==> src/rtl/mem_conv_pkg.sv <==
// Shared widths, GPIO bit map and readback state encoding for the 2D-convolution test path.
package mem_conv_pkg;

    localparam int BIT_LEN    = 8;
    localparam int RAM_WIDTH  = 13;
    localparam int NB_ADDRESS = 10;
    localparam int GPIO_D     = 32;

    localparam int REQ_BIT   = 5;
    localparam int START_BIT = 6;
    localparam int ACK_BIT   = 13;
    localparam int DONE_BIT  = 14;
    localparam int BUSY_BIT  = 15;
    localparam int ERR_BIT   = 16;

    typedef enum logic [1:0] {
        IDLE     = 2'd0,
        WAIT_REQ = 2'd1,
        FETCH    = 2'd2,
        CAPTURE  = 2'd3
    } rd_state_e;

endpackage

==> src/rtl/gpio_evt_det.sv <==
// Registered-previous edge detector for one GPIO command bit: toggle event or rising event.
// prev_q has no reset so that the level present during reset never looks like a fresh event.
module gpio_evt_det #(
    parameter bit TOGGLE = 1'b1
) (
    input  logic CLK100MHZ,
    input  logic sig_i,
    output logic evt_o
);

    logic prev_q;

    always_ff @(posedge CLK100MHZ) begin
        prev_q <= sig_i;
    end

    assign evt_o = TOGGLE ? (sig_i ^ prev_q) : (sig_i & ~prev_q);

endmodule

==> src/rtl/gpio_result_reader.sv <==
// Result BRAM readback over the GPIO pair: one sample per req toggle, answered by an ack toggle.
// Optional sticky error flag on o_gpio_i[16] when built with `define GPIO_READER_ERR_EN.
//
// state    | meaning
// IDLE     | not serving; waits for start (also the post-done resting state)
// WAIT_REQ | busy, addr points at the next sample, waits for a req toggle
// FETCH    | wcnt down-counter covers the BRAM read latency, addr held
// CAPTURE  | latch sample, flip ack, advance addr or finish
module gpio_result_reader
    import mem_conv_pkg::*;
#(
    parameter int GPIO_D      = mem_conv_pkg::GPIO_D,
    parameter int NB_ADDRESS  = mem_conv_pkg::NB_ADDRESS,
    parameter int RAM_WIDTH   = mem_conv_pkg::RAM_WIDTH,
    parameter int LAST_ADD    = 434,
    parameter int RAM_LATENCY = 1
) (
    input  logic                  CLK100MHZ,
    input  logic                  rst,
    input  logic [GPIO_D-1:0]     i_gpio_o,
    output logic [GPIO_D-1:0]     o_gpio_i,
    output logic [NB_ADDRESS-1:0] o_read_add,
    input  logic [RAM_WIDTH-1:0]  i_mem_data
);

    localparam int WCNT_W = 2;

    rd_state_e             state_q;
    logic [NB_ADDRESS-1:0] addr_q;
    logic [RAM_WIDTH-1:0]  data_q;
    logic [WCNT_W-1:0]     wcnt_q;
    logic                  ack_q;
    logic                  done_q;
    logic                  busy_q;
    logic                  err_s;

    logic req_evt;
    logic start_evt;
    logic unused_gpio;

    assign unused_gpio = ^{i_gpio_o[GPIO_D-1:START_BIT+1], i_gpio_o[REQ_BIT-1:0]};

    gpio_evt_det #(.TOGGLE(1'b1)) u_req_det (
        .CLK100MHZ (CLK100MHZ),
        .sig_i     (i_gpio_o[REQ_BIT]),
        .evt_o     (req_evt)
    );

    gpio_evt_det #(.TOGGLE(1'b0)) u_start_det (
        .CLK100MHZ (CLK100MHZ),
        .sig_i     (i_gpio_o[START_BIT]),
        .evt_o     (start_evt)
    );

    always_ff @(posedge CLK100MHZ) begin
        if (rst) begin
            state_q <= IDLE;
            addr_q  <= '0;
            data_q  <= '0;
            wcnt_q  <= '0;
            ack_q   <= 1'b0;
            done_q  <= 1'b0;
            busy_q  <= 1'b0;
        end else begin
            case (state_q)
                IDLE: begin
                    if (start_evt) begin
                        addr_q  <= '0;
                        done_q  <= 1'b0;
                        busy_q  <= 1'b1;
                        state_q <= WAIT_REQ;
                    end
                end
                WAIT_REQ: begin
                    if (req_evt) begin
                        wcnt_q  <= WCNT_W'(RAM_LATENCY - 1);
                        state_q <= FETCH;
                    end else if (start_evt) begin
                        addr_q <= '0;
                    end
                end
                FETCH: begin
                    if (wcnt_q == '0) begin
                        state_q <= CAPTURE;
                    end else begin
                        wcnt_q <= wcnt_q - WCNT_W'(1);
                    end
                end
                CAPTURE: begin
                    data_q <= i_mem_data;
                    ack_q  <= ~ack_q;
                    // Final sample: addr stays on LAST_ADD, never wraps.
                    if (addr_q == NB_ADDRESS'(LAST_ADD)) begin
                        done_q  <= 1'b1;
                        busy_q  <= 1'b0;
                        state_q <= IDLE;
                    end else begin
                        addr_q  <= addr_q + NB_ADDRESS'(1);
                        state_q <= WAIT_REQ;
                    end
                end
                default: state_q <= IDLE;
            endcase
        end
    end

`ifdef GPIO_READER_ERR_EN
    logic err_q;

    always_ff @(posedge CLK100MHZ) begin
        if (rst) begin
            err_q <= 1'b0;
        end else if (start_evt && (state_q == IDLE || state_q == WAIT_REQ)) begin
            err_q <= 1'b0;
        end else if (req_evt && (state_q == FETCH || state_q == CAPTURE ||
                                 (state_q == IDLE && done_q))) begin
            err_q <= 1'b1;
        end
    end

    assign err_s = err_q;
`else
    assign err_s = 1'b0;
`endif

    assign o_read_add = addr_q;

    always_comb begin
        o_gpio_i                  = '0;
        o_gpio_i[RAM_WIDTH-1:0]   = data_q;
        o_gpio_i[ACK_BIT]         = ack_q;
        o_gpio_i[DONE_BIT]        = done_q;
        o_gpio_i[BUSY_BIT]        = busy_q;
        o_gpio_i[ERR_BIT]         = err_s;
    end

endmodule

==> config.mk <==
export PLATFORM = sky130hd
export DESIGN_NAME = gpio_result_reader
export DESIGN_NICKNAME = d
export VERILOG_FILES = /design/src/rtl/mem_conv_pkg.sv /design/src/rtl/gpio_evt_det.sv /design/src/rtl/gpio_result_reader.sv
export SDC_FILE = /design/constraint.sdc
export NUM_CORES = 1
export LEC_CHECK = 0
export ABC_AREA = 1
export CELL_PAD_IN_SITES_DETAIL_PLACEMENT = 0
export CELL_PAD_IN_SITES_GLOBAL_PLACEMENT = 1
export CORE_AREA = 2 2 88 82
export DETAILED_ROUTE_END_ITERATION = 8
export DIE_AREA = 0 0 90 84
export HOLD_SLACK_MARGIN = 0.12
export PLACE_DENSITY = 0.84
export SYNTH_ARGS = -nofsm -noshare
export SYNTH_HDL_FRONTEND = slang
export SYNTH_HIERARCHICAL = 1
export SYNTH_SLANG_ARGS = --single-unit
export TNS_END_PERCENT = 20
==> constraint.sdc <==
create_clock -name CLK100MHZ -period 2.14 [get_ports CLK100MHZ]
set_input_delay 0.428 -clock CLK100MHZ [delete_from_list [all_inputs] [get_ports CLK100MHZ]]
set_output_delay 0.428 -clock CLK100MHZ [all_outputs]
set_load 0.02 [all_outputs]
After elaboration in Yosys (flattened, before gate mapping)
Index checks and enable logic that the tools add are counted.
{"block": "word_totals", "ff_bits": 32, "input_bits": 47, "wordCells": 53}
{"block": "op_classes", "mux": 18, "n_bitwise": 4, "n_eq_ne": 11, "add_sub_neg": 2, "reduce_logical": 9}
{"op": "$mux W10", "n": 3}
{"op": "$pmux W10 S3", "n": 1}
{"op": "$ne A2 B2 Y1 const B", "n": 7}
{"op": "$reduce_and A3 Y1", "n": 4}
{"op": "$add A10 B1 Y10 const B", "n": 1}
{"op": "$eq A10 B9 Y1 const B", "n": 1}
{"op": "$mux W2", "n": 5}
{"op": "$pmux W2 S4", "n": 1}
{"op": "$mux W1", "n": 5}
{"op": "$eq A2 B2 Y1 const B", "n": 2}
{"op": "$logic_not A2 Y1", "n": 2}
{"op": "$pmux W1 S2", "n": 2}
{"op": "$pmux W2 S2", "n": 1}
{"op": "$reduce_bool A2 Y1", "n": 2}
{"op": "$reduce_bool A3 Y1", "n": 1}
{"op": "$eq A2 B1 Y1 const B", "n": 1}
{"op": "$not A1 Y1", "n": 2}
{"op": "$sub A2 B1 Y2 const B", "n": 1}
{"op": "$and A1 B1 Y1", "n": 1}
{"op": "$xor A1 B1 Y1", "n": 1}

Longest topological paths before layout
Gate-level depths: netlist of run 1.
{"block": "depth", "word_depth": 5, "mapped_depth": 12, "ltp_nobuf": 11}

Modules after synthesis
Netlist of run 1, hierarchy kept.
{"module": "gpio_result_reader", "n_inst": 1, "cells_per_inst": 238, "area_each_um2": 1681.6}
{"module": "gpio_evt_det (u_req_det)", "n_inst": 1, "cells_per_inst": 6, "area_each_um2": 38.8}
{"module": "gpio_evt_det (u_start_det)", "n_inst": 1, "cells_per_inst": 3, "area_each_um2": 30.0}

Least setup slack after synthesis of run 1
No wires, ideal clock.
{"block": "synth_timing", "kind": "register to register", "from": "register state_q[0]", "to": "register addr_q[0] (netlist: o_read_add[0])", "t_required_ns": 2.027, "setup_ns": 0.113, "synth_period_minus_slack_ns": 1.535, "stages_incl_launch_ff": 8, "t_arrival_ns": 1.422, "slack_ns": 0.605, "n_path_buf": 1, "cell_sequence": "dfxtp_1 inv_1 ha_1 o21ai_2 nand2_4 buf_6 o21ai_1 nor2_1"}
{"block": "synth_via", "elab_chain_cells": 3, "elab_cells_between_ends": 8, "cone_classes": "4 x eq/ne; 1 x mux; 3 x reduce/logical"}
{"element": "start: declaration", "line_no": "gpio_result_reader.sv:28", "rtl": "rd_state_e state_q;"}
{"element": "start signal: assignment", "line_no": "gpio_result_reader.sv:57", "rtl": "state_q <= IDLE;"}
{"element": "start signal: assignment", "line_no": "gpio_result_reader.sv:71", "rtl": "state_q <= WAIT_REQ;"}
{"element": "start signal: assignment", "line_no": "gpio_result_reader.sv:77", "rtl": "state_q <= FETCH;"}
{"element": "$eq A2 B2 Y1, or another cell as far along", "line_no": "gpio_result_reader.sv:65", "rtl": "case (state_q)"}
{"element": "$ne A2 B2 Y1 (no line) or $reduce_bool A3 Y1 (tied branches)"}
{"element": "$reduce_and A3 Y1 (no line)"}
{"element": "end signal: assignment", "line_no": "gpio_result_reader.sv:98", "rtl": "addr_q <= addr_q + NB_ADDRESS'(1);"}
{"element": "end: declaration", "line_no": "gpio_result_reader.sv:29", "rtl": "logic [NB_ADDRESS-1:0] addr_q;"}
Several ways; a longest one is shown, not always the timed one.
A chain may end at the register's enable or synchronous reset.

Worst setup path after layout of run 1
{"block": "layout_timing", "from": "register addr_q[7] (netlist: o_read_add[7])", "to": "output port o_read_add[7]"}
{"element": "end: declaration", "line_no": "gpio_result_reader.sv:22", "rtl": "output logic [NB_ADDRESS-1:0] o_read_add,"}
No word-level cell between the ends.

==> summary by stage, run 1 <==
Placed design
Including well taps, the total number of placed cells is between 300 and 400. Input and output buffers added on the ports amount to 42. Prior to clock tree synthesis, the placed netlist has a worst setup slack of roughly 0.15 ns. Detailed placement ended at an HPWL of just under 3 mm. Once placement finished, the instance area stood at approximately 2200 sq um. The weighted congestion reported at the end of routability-driven placement is about 0.84.

Logic synthesis
The average cell area after synthesis is about 7.1 sq um. The register bit total from synthesis is 32. The gate count of the mapped netlist is roughly 250.

For this run, the number of Yosys warnings is 6. For this run, the register share of the synthesized area comes to 36.6%. The cell area after synthesis is 1750 sq um. The top cell type by area accounts for between 30% and 40% of the synthesized area. After synthesis, the netlist uses 30 different library cells. The largest total area in the synthesized netlist belongs to sky130_fd_sc_hd__dfxtp_1. Yosys attributes the largest share of cell area to sky130_fd_sc_hd__dfxtp_1 37%, sky130_fd_sc_hd__nor2_1 11%, sky130_fd_sc_hd__buf_4 8.1%.

Critical path
Among cell families on the critical path, the largest total delay comes from buffers and inverters. The type of element capturing the critical path is an output port. The number of buffers and inverters on the critical path is 1. The length in cells of the worst reg-to-reg path is 6. The arrival time at the worst endpoint is between 1 and 1.5 ns. The worst-path maximum fanout is 7. The critical path depth in cells is 1.

Walking the worst path, the cells encountered are clkdlybuf4s50_1. The biggest cell delay along the critical path is 0.66 ns. The worst endpoint required time is 1.71 ns. The critical path is of the flip-flop to output port type.

The sort of element at the start of the critical path is a flip-flop. The largest individual stage delay along the critical path comes from the cell sky130_fd_sc_hd__clkdlybuf4s50_1.

Pwr
Per report_power, the clock group accounts for a little over a fifth of the total. Internal power comes to about 1400 uW. Registers are responsible for between 30% and 40% of the overall power. Of the total power, the share spent switching nets is around two fifths. The leakage component of the power is ~0.00098 uW.

The worst vdd rail ir drop is roughly 0.4 mV. The total power density per cell area is between 900 and 1000 nW/um^2. Combinational logic is responsible for a little over two fifths of the overall power. The net load switching power is approximately 870 uW.

Hold path
Along the worst hold path, the cell count comes to 2. The worst hold path belongs to the class flip-flop to flip-flop.

Final layout
Counting the fill cells in the layout gives approximately 750. The area growth from synthesis to layout is 30.7%. After routing the design area is 2290 sq um.

The layout cell share with drive strength beyond 1 is 8.62%. The net total in the final layout is ~340. The final cell count without fillers is between 300 and 400. The number of antenna diodes is 0.

Clock tree
The clock sink count is 32. In this run, post-CTS repair resized a total of 0 instances. Counting the buffers created by CTS gives 5. Buffers added to address setup during post-CTS repair amount to 0.

For the worst-skew pair, the clock arrives at the later sink with an insertion delay of around 0.28 ns. The clock input transition at the sequential cells of the worst setup and hold paths is roughly 0.07 ns. The count of hold buffers inserted by post-cts repair is 0.

The clock tree from TritonCTS is done. The maximum number of buffers from clock root to sink is 2. The level count of the clock H-tree is 2. The cell at the root of the clock tree is sky130_fd_sc_hd__clkbuf_8.

Routing
The total iterations of the first detailed-routing run is 4. The DRC violation count after routing is 0. The detail route stage leaves a number of antenna-violating nets equal to 0.

The number of vias per cell after detailed routing is 4.07. The routed design has 3.90 mm of wire. The final route contains approximately 1600 vias. The detail-routed net length per standard cell is 10.2 um. The first-iteration detailed-routing DRC count is 58.

Timing
The worst path in the final design needs a cycle of about 1.9 ns, including I/O delays and setup. The final number of max-transition violations is 0. Setup repair after global routing left no endpoint under its margin. The post-route fraction of the period consumed by the critical path is about 87%. The final sum of negative setup slack is 0 ns.

Clock skew on the completed layout was measured at roughly 0.005 ns. The count of final hold-check violations was 0. Setup violations remaining at the end of the flow were counted as 0. The setup slack after layout is 0.283 ns. The upper clock frequency limit is 539 MHz.

Floorplanning
The area of the die is ~7600 sq um. The die boundary height is around 84 um. During I/O placement, the number of pins put on the boundary was 89.

In this run the core area contains 29 standard-cell rows. The starting utilization of the core area is between 20% and 30%. From left edge to right edge, the die measures about 90 um. The placeable core region is between 6000 and 7000 sq um.

GRT
Entering global routing, the biggest net connects 15 pins. The total congestion overflow is 0. The first-pass GRT wire length is approximately 6.7 mm. The initial antenna violation count is 0. The number of global-route vias before repair is 1499. The overall track demand over capacity in global routing is between 10% and 20%.

Flow run
The number of max-cap violations is 0.

Status
The run finished with clean final reports.
## Yosys cell counts
master                      n
sky130_fd_sc_hd__nand3_2    1
sky130_fd_sc_hd__buf_1      1
sky130_fd_sc_hd__a211oi_1   2
sky130_fd_sc_hd__or2_1      1
sky130_fd_sc_hd__inv_1     24
sky130_fd_sc_hd__buf_6      1
sky130_fd_sc_hd__o21bai_1   2
sky130_fd_sc_hd__nor2_1    50
sky130_fd_sc_hd__inv_2      2
sky130_fd_sc_hd__conb_1     1
sky130_fd_sc_hd__nand2_4    2
sky130_fd_sc_hd__dfxtp_1   32
sky130_fd_sc_hd__nand3_1   14
sky130_fd_sc_hd__a21oi_2    3
sky130_fd_sc_hd__o21ai_1    2
sky130_fd_sc_hd__nand2_2    2
sky130_fd_sc_hd__or2_2      1
sky130_fd_sc_hd__xnor2_1    1
sky130_fd_sc_hd__clkbuf_1   4
sky130_fd_sc_hd__o21ai_0   17
sky130_fd_sc_hd__ha_1       8
sky130_fd_sc_hd__buf_4     19
sky130_fd_sc_hd__a21oi_1    9
sky130_fd_sc_hd__buf_2      2
sky130_fd_sc_hd__nor2_2     2
sky130_fd_sc_hd__nand2_1   37
sky130_fd_sc_hd__nor3b_1    2
sky130_fd_sc_hd__o21ai_2    1
sky130_fd_sc_hd__xor2_1     2
sky130_fd_sc_hd__nand4_1    2
## power groups by stage
| stage | logic (uW) | registers (uW) | clock network [uW] |
|---|---|---|---|
| 2_1_floorplan | 608 | 873 | 0 |
| 3_3_place_gp | 934 | 812 | 0 |
| 3_5_place_dp | 951 | 819 | 0 |
| 4_1_cts | 956 | 806 | 508 |
| 5_1_grt | 1070 | 821 | 534 |
| 6_report | 947 | 804 | 484 |
## through the flow
step | utilization [%] | hold WS [ns] | power [uW]
floorplan | - | 0.426 | 1480
global placement | 32.6 | 0.439 | 1750
detailed placement | 32.6 | 0.443 | 1770
CTS | 33.9 | 0.454 | 2270
global route | 33.9 | 0.481 | 2420
finish | 33.9 | 0.451 | 2230
## flip-flops by register name, summed over array words and instances, names as in the netlist
| signal | count |
|---|---|
| u_req_det/prev_q | 1 |
| u_start_det/prev_q | 1 |
| ack_q | 1 |
| state_q | 2 |
| o_read_add | 10 |
| busy_q | 1 |
| data_q | 13 |
| done_q | 1 |
| wcnt_q | 2 |
## path summary, 6_finish.rpt
path	from	end	slack (ns)
worst max register to register	state_q[0]$_SDFFE_PP0P_	o_read_add[0]$_SDFFE_PP0P_	0.50
worst min-delay path	done_q$_SDFFE_PP0P_	done_q$_SDFFE_PP0P_	0.45
worst min register to register	done_q$_SDFFE_PP0P_	done_q$_SDFFE_PP0P_	0.45
worst max-delay path	o_read_add[7]$_SDFFE_PP0P_	o_read_add[7]	0.28
## kinds of logic (layout without fill, tap and decap cells)
| family | Yosys count | in the layout | synth area share, % |
|---|---|---|---|
| and+or+nand+nor | 114 | 114 | 28.2 |
| buffers and inverters | 53 | 81 | 16.0 |
| AOI/OAI and AO/OA | 36 | 36 | 11.7 |
| DFF | 32 | 32 | 36.6 |
| adders and majority gates | 8 | 8 | 5.72 |
| xor gates and xnor gates | 3 | 3 | 1.50 |
| other | 1 | 16 | 0.214 |
## area by class of cell
type                            instances  area [sq um]  area share, %
Multi-Input combinational cell        177           886           38.7
Clock buffer                            8          90.1           3.94
Timing Repair Buffer                   47           458           20.0
Sequential cell                        32           641           28.0
Tap cell                               93           116           5.08
Inverter                               26          97.6           4.26
## cells in the final DEF, fill, tap and decap left out, types with 3 or more instances in the layout
master,synthesis,final
sky130_fd_sc_hd__nand3_1,14,14
sky130_fd_sc_hd__nor2_1,50,50
sky130_fd_sc_hd__o21ai_0,17,17
sky130_fd_sc_hd__conb_1,1,16
sky130_fd_sc_hd__ha_1,8,8
sky130_fd_sc_hd__inv_1,24,24
sky130_fd_sc_hd__dfxtp_1,32,32
sky130_fd_sc_hd__a21oi_1,9,9
sky130_fd_sc_hd__a21oi_2,3,3
sky130_fd_sc_hd__nand2_1,37,37
sky130_fd_sc_hd__buf_4,19,5
sky130_fd_sc_hd__clkdlybuf4s50_1,0,42
sky130_fd_sc_hd__clkbuf_8,0,6
## metal layers
layer / part of all wire, % / global-route usage, % / routed length [um] / up-vias
li1: - / - / - / 822
met1: 47 / 12.9 / 1820 / 695
met2: 46 / 18.2 / 1780 / 36
met3: 6.7 / 4.43 / 262 / 5
met4: 0.97 / 2.94 / 38 / 0
met5: 0 / 0 / 0 / -
Note: power is estimated with default switching activity, not from simulation.
==> run 2, diff against run 1 <==
CAP_MARGIN = 20   (was unset)
CTS_CLUSTER_SIZE = 10   (was unset)
SLEW_MARGIN = 20   (was unset)
==> results of run 2 <==
Same layout as run 1: the final DEF is identical, and so are final timing and power.
==> run 3, diff against run 2 <==
SKIP_LAST_GASP = 1   (was unset)
==> results of run 3 <==
Same layout as run 1: the final DEF is identical, and so are final timing and power.
==> edit 1 (settings of run 2) <==
Register the output `o_gpio_i`; this adds one clock of latency there. The other outputs are not delayed to match.
--- a/src/rtl/gpio_result_reader.sv
+++ b/src/rtl/gpio_result_reader.sv
@@ -24,6 +24,8 @@
 );
 
     localparam int WCNT_W = 2;
+
+    logic [GPIO_D-1:0] o_gpio_i_d;
 
     rd_state_e             state_q;
     logic [NB_ADDRESS-1:0] addr_q;
@@ -126,12 +128,16 @@
     assign o_read_add = addr_q;
 
     always_comb begin
-        o_gpio_i                  = '0;
-        o_gpio_i[RAM_WIDTH-1:0]   = data_q;
-        o_gpio_i[ACK_BIT]         = ack_q;
-        o_gpio_i[DONE_BIT]        = done_q;
-        o_gpio_i[BUSY_BIT]        = busy_q;
-        o_gpio_i[ERR_BIT]         = err_s;
+        o_gpio_i_d                = '0;
+        o_gpio_i_d[RAM_WIDTH-1:0]   = data_q;
+        o_gpio_i_d[ACK_BIT]         = ack_q;
+        o_gpio_i_d[DONE_BIT]        = done_q;
+        o_gpio_i_d[BUSY_BIT]        = busy_q;
+        o_gpio_i_d[ERR_BIT]         = err_s;
+    end
+
+    always_ff @(posedge CLK100MHZ) begin
+        o_gpio_i <= o_gpio_i_d;
     end
 
 endmodule
Formal check against the unedited RTL: not equivalent (Yosys sat finds a counterexample within 4 cycles, from zero or initial values and one cycle with rst high).
==> edit 1 against run 2 <==
Power increased by 22%. Synthesized area increased by 18%. Combinational power decreased by 7.7%. Routed wire length increased by 6.3%. Die area unchanged. Sequential cell count increased by 16. Worst setup slack got worse by 41 ps. Maximum frequency decreased by 2.2%. Critical path depth unchanged. First-iteration DRC count increased by 60%. Design area increased by 15%.
==> edit 1: results (changes against run 2) <==
status=finished, final reports clean (unchanged); register area share after synthesis=46.5% (was 36.6%); met2 wire length=1.86 mm (was 1.78 mm); hold depth=0 (was 2); r2r endpoint=o_read_add[6]$_SDFFE_PP0P_ (was o_read_add[0]$_SDFFE_PP0P_); top cells by count, synth=49 x nor2_1, 48 x dfxtp_1, 40 x nand2_1, 27 x inv_1 (was 50 x nor2_1, 37 x nand2_1, 32 x dfxtp_1, 24 x inv_1, 19 x buf_4); Arr. time, crit path=1470 ps (was 1430 ps); Hold Crit Endpoint=o_gpio_i[0]$_DFF_P_ (was done_q$_SDFFE_PP0P_); grt met1 use=14.9% (was 12.9%); nets=363 (was 344); drt via density=4.11 (was 4.07); Netlist cell types=25 (was 30); Clk Latency, worst-skew pair=300 ps (was 280 ps); Post-Layout Cell Count=401 (was 383); hold path start=data_q[0]$_SDFFE_PP0P_ (was done_q$_SDFFE_PP0P_); placed cell areas=2500 um2 (was 2200 um2); GRT Overall Usage=11.1% (was 10.9%); RR Startpoint=o_read_add[0]$_SDFFE_PP0P_ (was state_q[0]$_SDFFE_PP0P_); routability congestion estimate=0.783 (was 0.844); clk_skew=12.8 ps (was 4.96 ps); Psw=0.887 mW (was 0.869 mW); Lkg Pwr=1.10 nW (was 0.982 nW); Metal-1 WL=2.07 mm (was 1.82 mm); Avg WL per Cell=10.3 um (was 10.2 um); hold slack final=349 ps (was 451 ps); reg2reg path depth=12 (was 6); share of layout cells above drive strength 1=6.82% (was 8.62%); first-pass GRT wire length=6.95 mm (was 6.71 mm); routed wl met3=198 um (was 262 um); Clock Pin Slew Worst Setup and Hold Paths=90 ps (was 70 ps); vias in the first global route=1,504 (was 1,499); VDD IR max=0.448 mV (was 0.406 mV)
## edit 1: changes by cell type in the layout (fill, tap and decap cells not counted), sizes merged, moves of 3 or more
cell | before | now
nand3 | 15 | 19
nand2 | 41 | 44
dfxtp | 32 | 48
clkbuf | 8 | 5
## edit 1: power by group through the flow
stage | clock (mW) | sequential (mW) | combinational (mW)
after CTS | 0.777 | 1.11 | 0.884
final | 0.755 | 1.11 | 0.874
after global placement | 0 | 1.12 | 0.855
after global routing | 0.813 | 1.13 | 0.988
after floorplan | 0 | 1.19 | 0.544
after detailed placement | 0 | 1.13 | 0.879
## edit 1: layout make-up
type                       instances  area share (%)
timing repair buffer              48            17.7
sequential                        48            36.5
clock buffer                       5            2.61
multi-input combinational        178            32.7
clock inverter                     2            2.28
tap                               93            4.42
inverter                          27            3.85
## edit 1: cells by family (layout without fill, tap and decap cells)
kind of cell,Yosys count,in the layout,share of synthesized area (%)
simple gates,118,118,24.5
buf+inv,53,82,14.5
flops,48,48,46.5
compound gates,34,34,8.55
fa+ha+maj,8,8,4.85
xor+xnor,2,2,0.849
other cells,1,16,0.182
## edit 1: worst max path at each step
stage | endpoint | start | slack (ps)
after floorplan | o_read_add[8]$_SDFFE_PP0P_ | o_read_add[0]$_SDFFE_PP0P_ | 620
after global placement | state_q[0]$_SDFFE_PP0P_ | i_gpio_o[6] | 270
after detailed placement | state_q[0]$_SDFFE_PP0P_ | i_gpio_o[6] | 250
after CTS | o_read_add[0] | o_read_add[0]$_SDFFE_PP0P_ | 220
after global routing | o_read_add[0] | o_read_add[0]$_SDFFE_PP0P_ | 160
final | o_read_add[0] | o_read_add[0]$_SDFFE_PP0P_ | 240
==> edit 2 (settings of run 2) <==
Without the edit above. Set the package constant `RAM_WIDTH` to 26 (it was 13).
--- a/src/rtl/mem_conv_pkg.sv
+++ b/src/rtl/mem_conv_pkg.sv
@@ -2,7 +2,7 @@
 package mem_conv_pkg;
 
     localparam int BIT_LEN    = 8;
-    localparam int RAM_WIDTH  = 13;
+    localparam int RAM_WIDTH  = 26;
     localparam int NB_ADDRESS = 10;
     localparam int GPIO_D     = 32;
 
Ports: changed (resized i_mem_data); port bits go from 89 to 102. No check against the original RTL was run, so the function may have changed too.
==> edit 2 against run 2 <==
Critical path depth rose by 1. Count of clock-buffer cells in the layout down 2. Largest power group unchanged. Largest cell class unchanged. Maximum frequency fell by 0.22%. Sequential cell count up 9. Critical endpoint is now o_read_add[0]. Highest routed layer unchanged. Worst setup slack got worse by 4.0 ps. Combinational power increased by 2.9%. Design area grew 20%. Synthesized cell count grew 15%. Routed wire length grew 22%. Power grew 9.1%. Synthesized area up 13%. Critical path type unchanged.
==> edit 2: results (changes against run 2) <==
clock share of power=20.9% (was 21.6%); ClkCell Share=3.19% (was 3.94%); Clk Latency, worst-skew pair=300 ps (was 280 ps); Non-clock buffers=69 (was 47); critical path launch point=o_read_add[0]$_SDFFE_PP0P_ (was o_read_add[7]$_SDFFE_PP0P_); Sequential Area=821 um2 (was 641 um2); Comb group=0.974 mW (was 0.947 mW); Syn. warnings=6 (unchanged); vias in the first global route=1,864 (was 1,499); Reg2Reg Setup Slack=380 ps (was 500 ps); Iter 0 DRT Violations=64 (was 58); non-clk buf share=24.3% (was 20.0%); I/O Buffers=60 (was 42); slowest stage delay, CP=600 ps (was 660 ps); VDD IR max=0.469 mV (was 0.406 mV); Hold Path Class=reg -> reg (unchanged); nets=414 (was 344); Lkg Pwr=1.15 nW (was 0.982 nW); top cells by count, synth=60 x nor2_1, 52 x nand2_1, 41 x dfxtp_1, 28 x inv_1, 25 x o21ai_0 (was 50 x nor2_1, 37 x nand2_1, 32 x dfxtp_1, 24 x inv_1, 19 x buf_4); pin count of the biggest net entering global routing=25 (was 15); mux cell area share after synthesis=0% (unchanged); multi-input logic area=941 um2 (was 886 um2); placed cell areas=2660 um2 (was 2200 um2); first-pass GRT wire length=8.27 mm (was 6.71 mm); clk_skew=8.57 ps (was 4.96 ps); Switching Fraction=37.6% (was 38.9%); overall routed net length=4.75 mm (was 3.90 mm); max reg flops=22 (was 13); total CTS buffers=5 (unchanged); Setup crit end=o_read_add[0] (was o_read_add[7]); GRT Overall Usage=13.3% (was 10.9%); clkbuf count=6 (was 8); routability congestion estimate=0.774 (was 0.844); reg2reg path depth=7 (was 6); Inverters, non-clock=30 (was 26); hold depth=2 (unchanged); drt via density=4.28 (was 4.07); ANT nets after route=0 (unchanged); router iterations before antenna repair=4 (unchanged); crit path max fanout=6 (was 7); multi-input gates=199 (was 177); clock sink count=41 (was 32); largest cells by area after synthesis=dfxtp_1 41%, nor2_1 11%, nand2_1 9.9% (was dfxtp_1 37%, nor2_1 11%, buf_4 8.1%); register area share after synthesis=41.5% (was 36.6%); r2r endpoint=o_read_add[2]$_SDFFE_PP0P_ (was o_read_add[0]$_SDFFE_PP0P_); status=finished, final reports clean (unchanged); Compound-Gate Fraction of Synth Area=11.9% (was 11.7%); FILL cells=714 (was 747); Detailed Place HPWL=3.40 mm (was 2.89 mm); share of layout cells above drive strength 1=6.63% (was 8.62%); Synth Area in Adders=5.06% (was 5.72%); Netlist cell types=21 (was 30); Synth Area in XOR/XNOR=0.885% (was 1.50%)
==> edit 2: metrics by stage <==
step	hold slack (ps)	instances	power (mW)	setup WS [ps]	util (%)
3_5_place_dp	437	432	1.95	97.8	39.4
4_1_cts	450	440	2.48	259	40.7
3_3_place_gp	435	432	1.93	125	39.4
2_1_floorplan	426	291	1.63	614	-
6_report	450	440	2.44	279	40.7
5_1_grt	482	440	2.63	192	40.7
==> edit 2: metal layers <==
metal / global-route usage, % / wire length (um) / up-vias
met2: 21.9 / 2050 / 63
met1: 16.0 / 2210 / 815
met3: 5.24 / 421 / 7
met4: 3.78 / 58 / 0
li1: - / - / 1000
met5: 0 / 0 / -
==> edit 2: logic make-up after synthesis <==
kind of cell               Yosys count
adders and majority gates            8
other                                1
DFF                                 41
xor gates and xnor gates             2
AOI/OAI and AO/OA                   45
buffers and inverters               51
and+or+nand+nor                    137
==> edit 2: tightest hold or removal path, cell delays in order (launching register included) <==
cell     delay (ps)
dfxtp_1         320
inv_1            50
a21oi_1          50
